<file path="src/rtl/player_motion_ctrl.sv">
// Player motion controller: keyboard-driven walk with x bounds and a fixed-height jump.
// Latency: key decode -> hdir/state one cycle; position steps on the next motion tick.
// No backpressure: inputs are sampled as levels every cycle, outputs are always valid.
module player_motion_ctrl #(
  parameter int TICK_DIV = 80_000,
  parameter int JUMP_H   = 32,
  parameter int X_MIN    = 0,
  parameter int X_MAX    = 1000,
  parameter int X_START  = 0,
  parameter int Y_GROUND = 700
) (
  input  logic        clk,
  input  logic        rst,
  input  logic [6:0]  keyCode,
  input  logic        released,
  output logic [11:0] xpos,
  output logic [11:0] ypos,
  output logic        airborne,
  output logic        facing_left
);

  localparam int CW = (TICK_DIV > 1) ? $clog2(TICK_DIV) : 1;
  localparam logic [CW-1:0] TICK_LAST = CW'(TICK_DIV - 1);
  localparam logic [11:0]   XMIN_V    = 12'(X_MIN);
  localparam logic [11:0]   XMAX_V    = 12'(X_MAX);
  localparam logic [11:0]   XSTART_V  = 12'(X_START);
  localparam logic [11:0]   YGROUND_V = 12'(Y_GROUND);
  localparam logic [11:0]   RISE_LAST = 12'(JUMP_H - 1);

  typedef enum logic [1:0] {H_NONE, H_LEFT, H_RIGHT} hdir_t;
  typedef enum logic [1:0] {ST_GROUND, ST_RISE, ST_FALL} vstate_t;

  logic [CW-1:0] tick_cnt;
  logic          tick;
  logic          key_left;
  logic          key_right;
  logic          key_jump;
  hdir_t         hdir;
  vstate_t       state_q;
  vstate_t       state_d;
  logic [11:0]   rise_cnt;
  logic [11:0]   rise_d;
  logic [11:0]   y_d;

  // A key only counts while it is held; released overrides any code.
  assign key_left  = !released && (keyCode == 7'd65 || keyCode == 7'd97);
  assign key_right = !released && (keyCode == 7'd68 || keyCode == 7'd100);
  assign key_jump  = !released && (keyCode == 7'd87 || keyCode == 7'd119 || keyCode == 7'd32);

  assign tick     = (tick_cnt == TICK_LAST);
  assign airborne = (state_q == ST_RISE) || (state_q == ST_FALL);

  // Free-running motion tick divider.
  always_ff @(posedge clk) begin
    if (rst || tick) tick_cnt <= '0;
    else             tick_cnt <= tick_cnt + 1'b1;
  end

  // Walk direction latch; opposite key switches directly, release stops walking.
  always_ff @(posedge clk) begin
    if (rst) begin
      hdir        <= H_NONE;
      facing_left <= 1'b0;
    end else if (released) begin
      hdir        <= H_NONE;
    end else if (key_left) begin
      hdir        <= H_LEFT;
      facing_left <= 1'b1;
    end else if (key_right) begin
      hdir        <= H_RIGHT;
      facing_left <= 1'b0;
    end
  end

  // Horizontal step on tick from the pre-update direction, saturating at the bounds.
  always_ff @(posedge clk) begin
    if (rst) begin
      xpos <= XSTART_V;
    end else if (tick) begin
      case (hdir)
        H_LEFT:  if (xpos > XMIN_V) xpos <= xpos - 12'd1;
        H_RIGHT: if (xpos < XMAX_V) xpos <= xpos + 12'd1;
        default: xpos <= xpos;
      endcase
    end
  end

  // Vertical FSM state and y/rise counter registers.
  always_ff @(posedge clk) begin
    if (rst) begin
      state_q  <= ST_GROUND;
      ypos     <= YGROUND_V;
      rise_cnt <= '0;
    end else begin
      state_q  <= state_d;
      ypos     <= y_d;
      rise_cnt <= rise_d;
    end
  end

  // Vertical next-state: a jump is accepted only on the ground; the arc runs to completion.
  always_comb begin
    state_d = state_q;
    y_d     = ypos;
    rise_d  = rise_cnt;
    case (state_q)
      ST_GROUND: begin
        if (key_jump) begin
          state_d = ST_RISE;
          rise_d  = '0;
        end
      end
      ST_RISE: begin
        if (tick) begin
          y_d    = ypos - 12'd1;
          rise_d = rise_cnt + 12'd1;
          if (rise_cnt == RISE_LAST) state_d = ST_FALL;
        end
      end
      ST_FALL: begin
        if (tick) begin
          y_d = ypos + 12'd1;
          if ((ypos + 12'd1) == YGROUND_V) state_d = ST_GROUND;
        end
      end
      default: state_d = ST_GROUND;
    endcase
  end

endmodule
</file>
<file path="config.mk">
export PLATFORM = sky130hd
export DESIGN_NAME = player_motion_ctrl
export DESIGN_NICKNAME = d
export VERILOG_FILES = /design/src/rtl/player_motion_ctrl.sv
export SDC_FILE = /design/constraint.sdc
export NUM_CORES = 1
export LEC_CHECK = 0
export BUFFER_PORTS_ARGS = -buffer_cell sky130_fd_sc_hd__buf_2
export CAP_MARGIN = 20
export CORE_MARGIN = 2
export CORE_UTILIZATION = 35
export CTS_BUF_LIST = sky130_fd_sc_hd__clkbuf_4
export DETAILED_ROUTE_END_ITERATION = 8
export SYNTH_ARGS = -nofsm -noshare
export SYNTH_HDL_FRONTEND = slang
export SYNTH_SLANG_ARGS = --single-unit
</file>
<file path="constraint.sdc">
create_clock -name clk -period 3.2 [get_ports clk]
set_input_delay 0.48 -clock clk [delete_from_list [all_inputs] [get_ports clk]]
set_output_delay 0.48 -clock clk [all_outputs]
set_load 0.01 [all_outputs]
</file>
==> metrics.md <==
| Metric | Value |
|---|---|
| Top layer in use | met4 |
| Ys Warns | 0 |
| Share of the synthesized area in the top cell type | 0.327 |
| Crit. End Element | flip-flop |
| # rows | 36 |
| DR DRC count | 0 |
| GPL Wtd Cong | 0.851 |
| Vias in the first global route | 2,903 |
| Fmax | 0.381 GHz |
| Post-Syn Nets | 456 |
| Post_cts resized | 0 |
| Post-route insts no fill | 597 |
| Avg Cell Area, Syn | 8.31 µm² |
| Leakage | 1.54 nW |
| Async set-or-reset flop fraction in the synthesized netlist | 0 |
| Post-Route M1 WL | 4140 µm |
| Die Wd | 105 µm |
| Dpl hpwl | 5880 µm |
| Core box area | 0.00982 mm² |
| RSZ-0062 raised after global routing | false |
| H-tree levels | 3 |
| Post-CTS Setup Repair Bufs | 0 |
| Max-cap violations | 0 |
| VDD IR-drop max | 0.173 mV |
| Post-Synthesis Cells | 427 |
| TritonCTS clock tree | yes |
| Routed Antenna Nets | 0 |
| Initial core utilization | 0.361 |
| Number of synthesized flops with an enable pin | 0 |
| Post-layout minimum cycle time | 2.63 ns |
| # IOs | 36 |
| Die ar. | 0.0110 mm² |
| Max Slew Vio Count | 0 |
| Synth area leaders | dfxtp_1 33%, ha_1 6.3%, nor2_1 5.3%, xnor2_1 4.7%, a21oi_1 4.2% |
| Setup Viol. Count Final | 0 |
| Layout area overhead | 13.6% |
| Hold Path Class | input pin to flip-flop |
| Largest net degree at the start of global routing | 32 |
| Worst setup SP type | flip-flop |
| Input/output buffers | 35 |
| Metal3 WL | 236 µm |
| Synth Cell Area | 0.00355 mm² |
| Crit path DAT | 2.92 ns |
| Placed Area | 0.00384 mm² |
| Final worst slack | 0.575 ns |
| Post-synth top area cell | dfxtp_1 |
| Design Area, Final | 0.00403 mm² |
| Global route overflow | 0 |
| Critical path class | flip-flop to flip-flop |
| Final Cycle Share | 0.820 |
| Clock sink count | 58 |
| Synth cell types | 61 |
| Fill cell count | 1,029 |
| Clock buffer depth | 2 |
| Post-DR wirelength/cell | 13.7 µm |
| Post-CTS Hold Fix Bufs | 0 |
| Fin util | 0.410 |
| Gr usage total | 0.153 |
| DP Worst Slack | 0.608 ns |
| Final count of hold timing violations | 0 |
| PD cells | 399 mW/mm² |
| Register area share after synthesis | 0.327 |
| WHS | 0.308 ns |
| Main flop type after synthesis | dfxtp_1 |
| Layout cells sized above 1 | 0.134 |
| Final WL | 8200 µm |
| Met2 WL | 3680 µm |
| Most frequent cells in the layout | 58 x dfxtp_1, 50 x nor2_1, 35 x buf_2 |
| Worst-Margin Slew | 0.638 ns |
| CTS buffer count | 9 |
| Status | finished, final reports clean |
| Number of vias per cell | 5.31 |
| Skew final | 0.0153 ns |
| Initial antenna violation count | 0 |
| CP Data Required Time | 3.49 ns |
| Most common cell after layout, fill and taps aside | dfxtp_1 |
| Inst Count DP | 581 |
| # diodes | 0 |
| Pwr Total | 1.61 mW |
| Clk slew on worst S/H paths | 0.11 ns |
| Rel. slew slack | 0.574 |
| Clock insertion delay at the later pin of the skew report | 0.42 ns |
| Setup_tns | 0 ns |
| Die Span Y | 105 µm |
| First-pass GRT wire length | 13,800 µm |
| Initial DRC count | 132 |
| Number of synthesized register bits | 58 |
| Pre-antenna DRT Iters | 5 |
| Via Count | 3,173 |
| Root buffer cell | clkbuf_4 |
| CP Max Fanout | 13 |
| Final #Nets | 488 |
## state kept, by name, summed over array words and instances, names as in the netlist
name         flops
state_q          2
hdir             2
ypos            12
rise_cnt        12
facing_left      1
tick_cnt        17
xpos            12
## kinds of logic after synthesis
family,after synthesis,share of synthesized area
buf+inv,32,0.0346
fa+ha+maj,19,0.0691
mux,8,0.0229
flops,58,0.327
xor+xnor,35,0.0864
compound gates,97,0.183
simple gates,178,0.277
## synth_stat cells, types with 2 or more instances
library cell,count
and4_1,4
buf_2,2
inv_1,15
nand2b_1,2
a31oi_1,6
o41ai_1,2
nor4b_1,3
a31o_1,2
nand3_1,17
o21ai_0,17
a211oi_1,5
nor2_1,50
nand4_1,16
nor4_1,4
nor3_1,6
nor4b_2,2
dfxtp_1,58
ha_1,18
mux2i_1,7
o21a_1,4
or3_1,12
nor2b_1,4
or4_1,7
nand2_1,26
and3_1,11
clkbuf_1,15
a21o_1,3
xor2_1,16
and2_1,6
a21oi_1,30
xnor2_1,19
o211ai_1,9
## per-layer routing
| layer | global-route usage | vias to the layer above |
|---|---|---|
| met1 | 0.210 | 1469 |
| met2 | 0.234 | 58 |
| li1 | - | 1636 |
| met5 | 0 | - |
| met4 | 0.0714 | 0 |
| met3 | 0.0231 | 10 |
## final cells by class
class / count / area, µm² / area share
clock buffer: 9 / 67.6 / 0.0168
clock inverter: 7 / 118 / 0.0292
inverter: 15 / 56.3 / 0.0140
multi-input combinational: 337 / 2260 / 0.562
sequential: 58 / 1160 / 0.288
tap: 133 / 166 / 0.0413
timing repair buffer: 38 / 198 / 0.0491
## critical path: stages, from the launching register on
cell	delay (ns)
dfxtp_1	0.33
inv_1	0.11
nand2_1	0.34
fa_1	0.56
a211o_1	0.30
a21oi_1	0.22
o221ai_1	0.23
mux2i_1	0.16
o21ai_0	0.17
a21oi_1	0.08
## power by group
| group | leakage, nW | internal, mW | switching [mW] |
|---|---|---|---|
| combinational | 0.988 | 0.0533 | 0.116 |
| clock | 0.0882 | 0.393 | 0.306 |
| sequential | 0.468 | 0.731 | 0.00582 |
## path summary, 6_finish.rpt
kind,startpoint,endpoint,slack [ns],depth (start not counted)
worst max-delay path,hdir[0],xpos[10],0.57,9
worst min-delay path,released,hdir[0],0.31,2
worst max register to register,hdir[0],xpos[10],0.57,9
worst min register to register,tick_cnt[0],tick_cnt[0],0.47,1
Note: power is estimated with default switching activity, not from simulation.
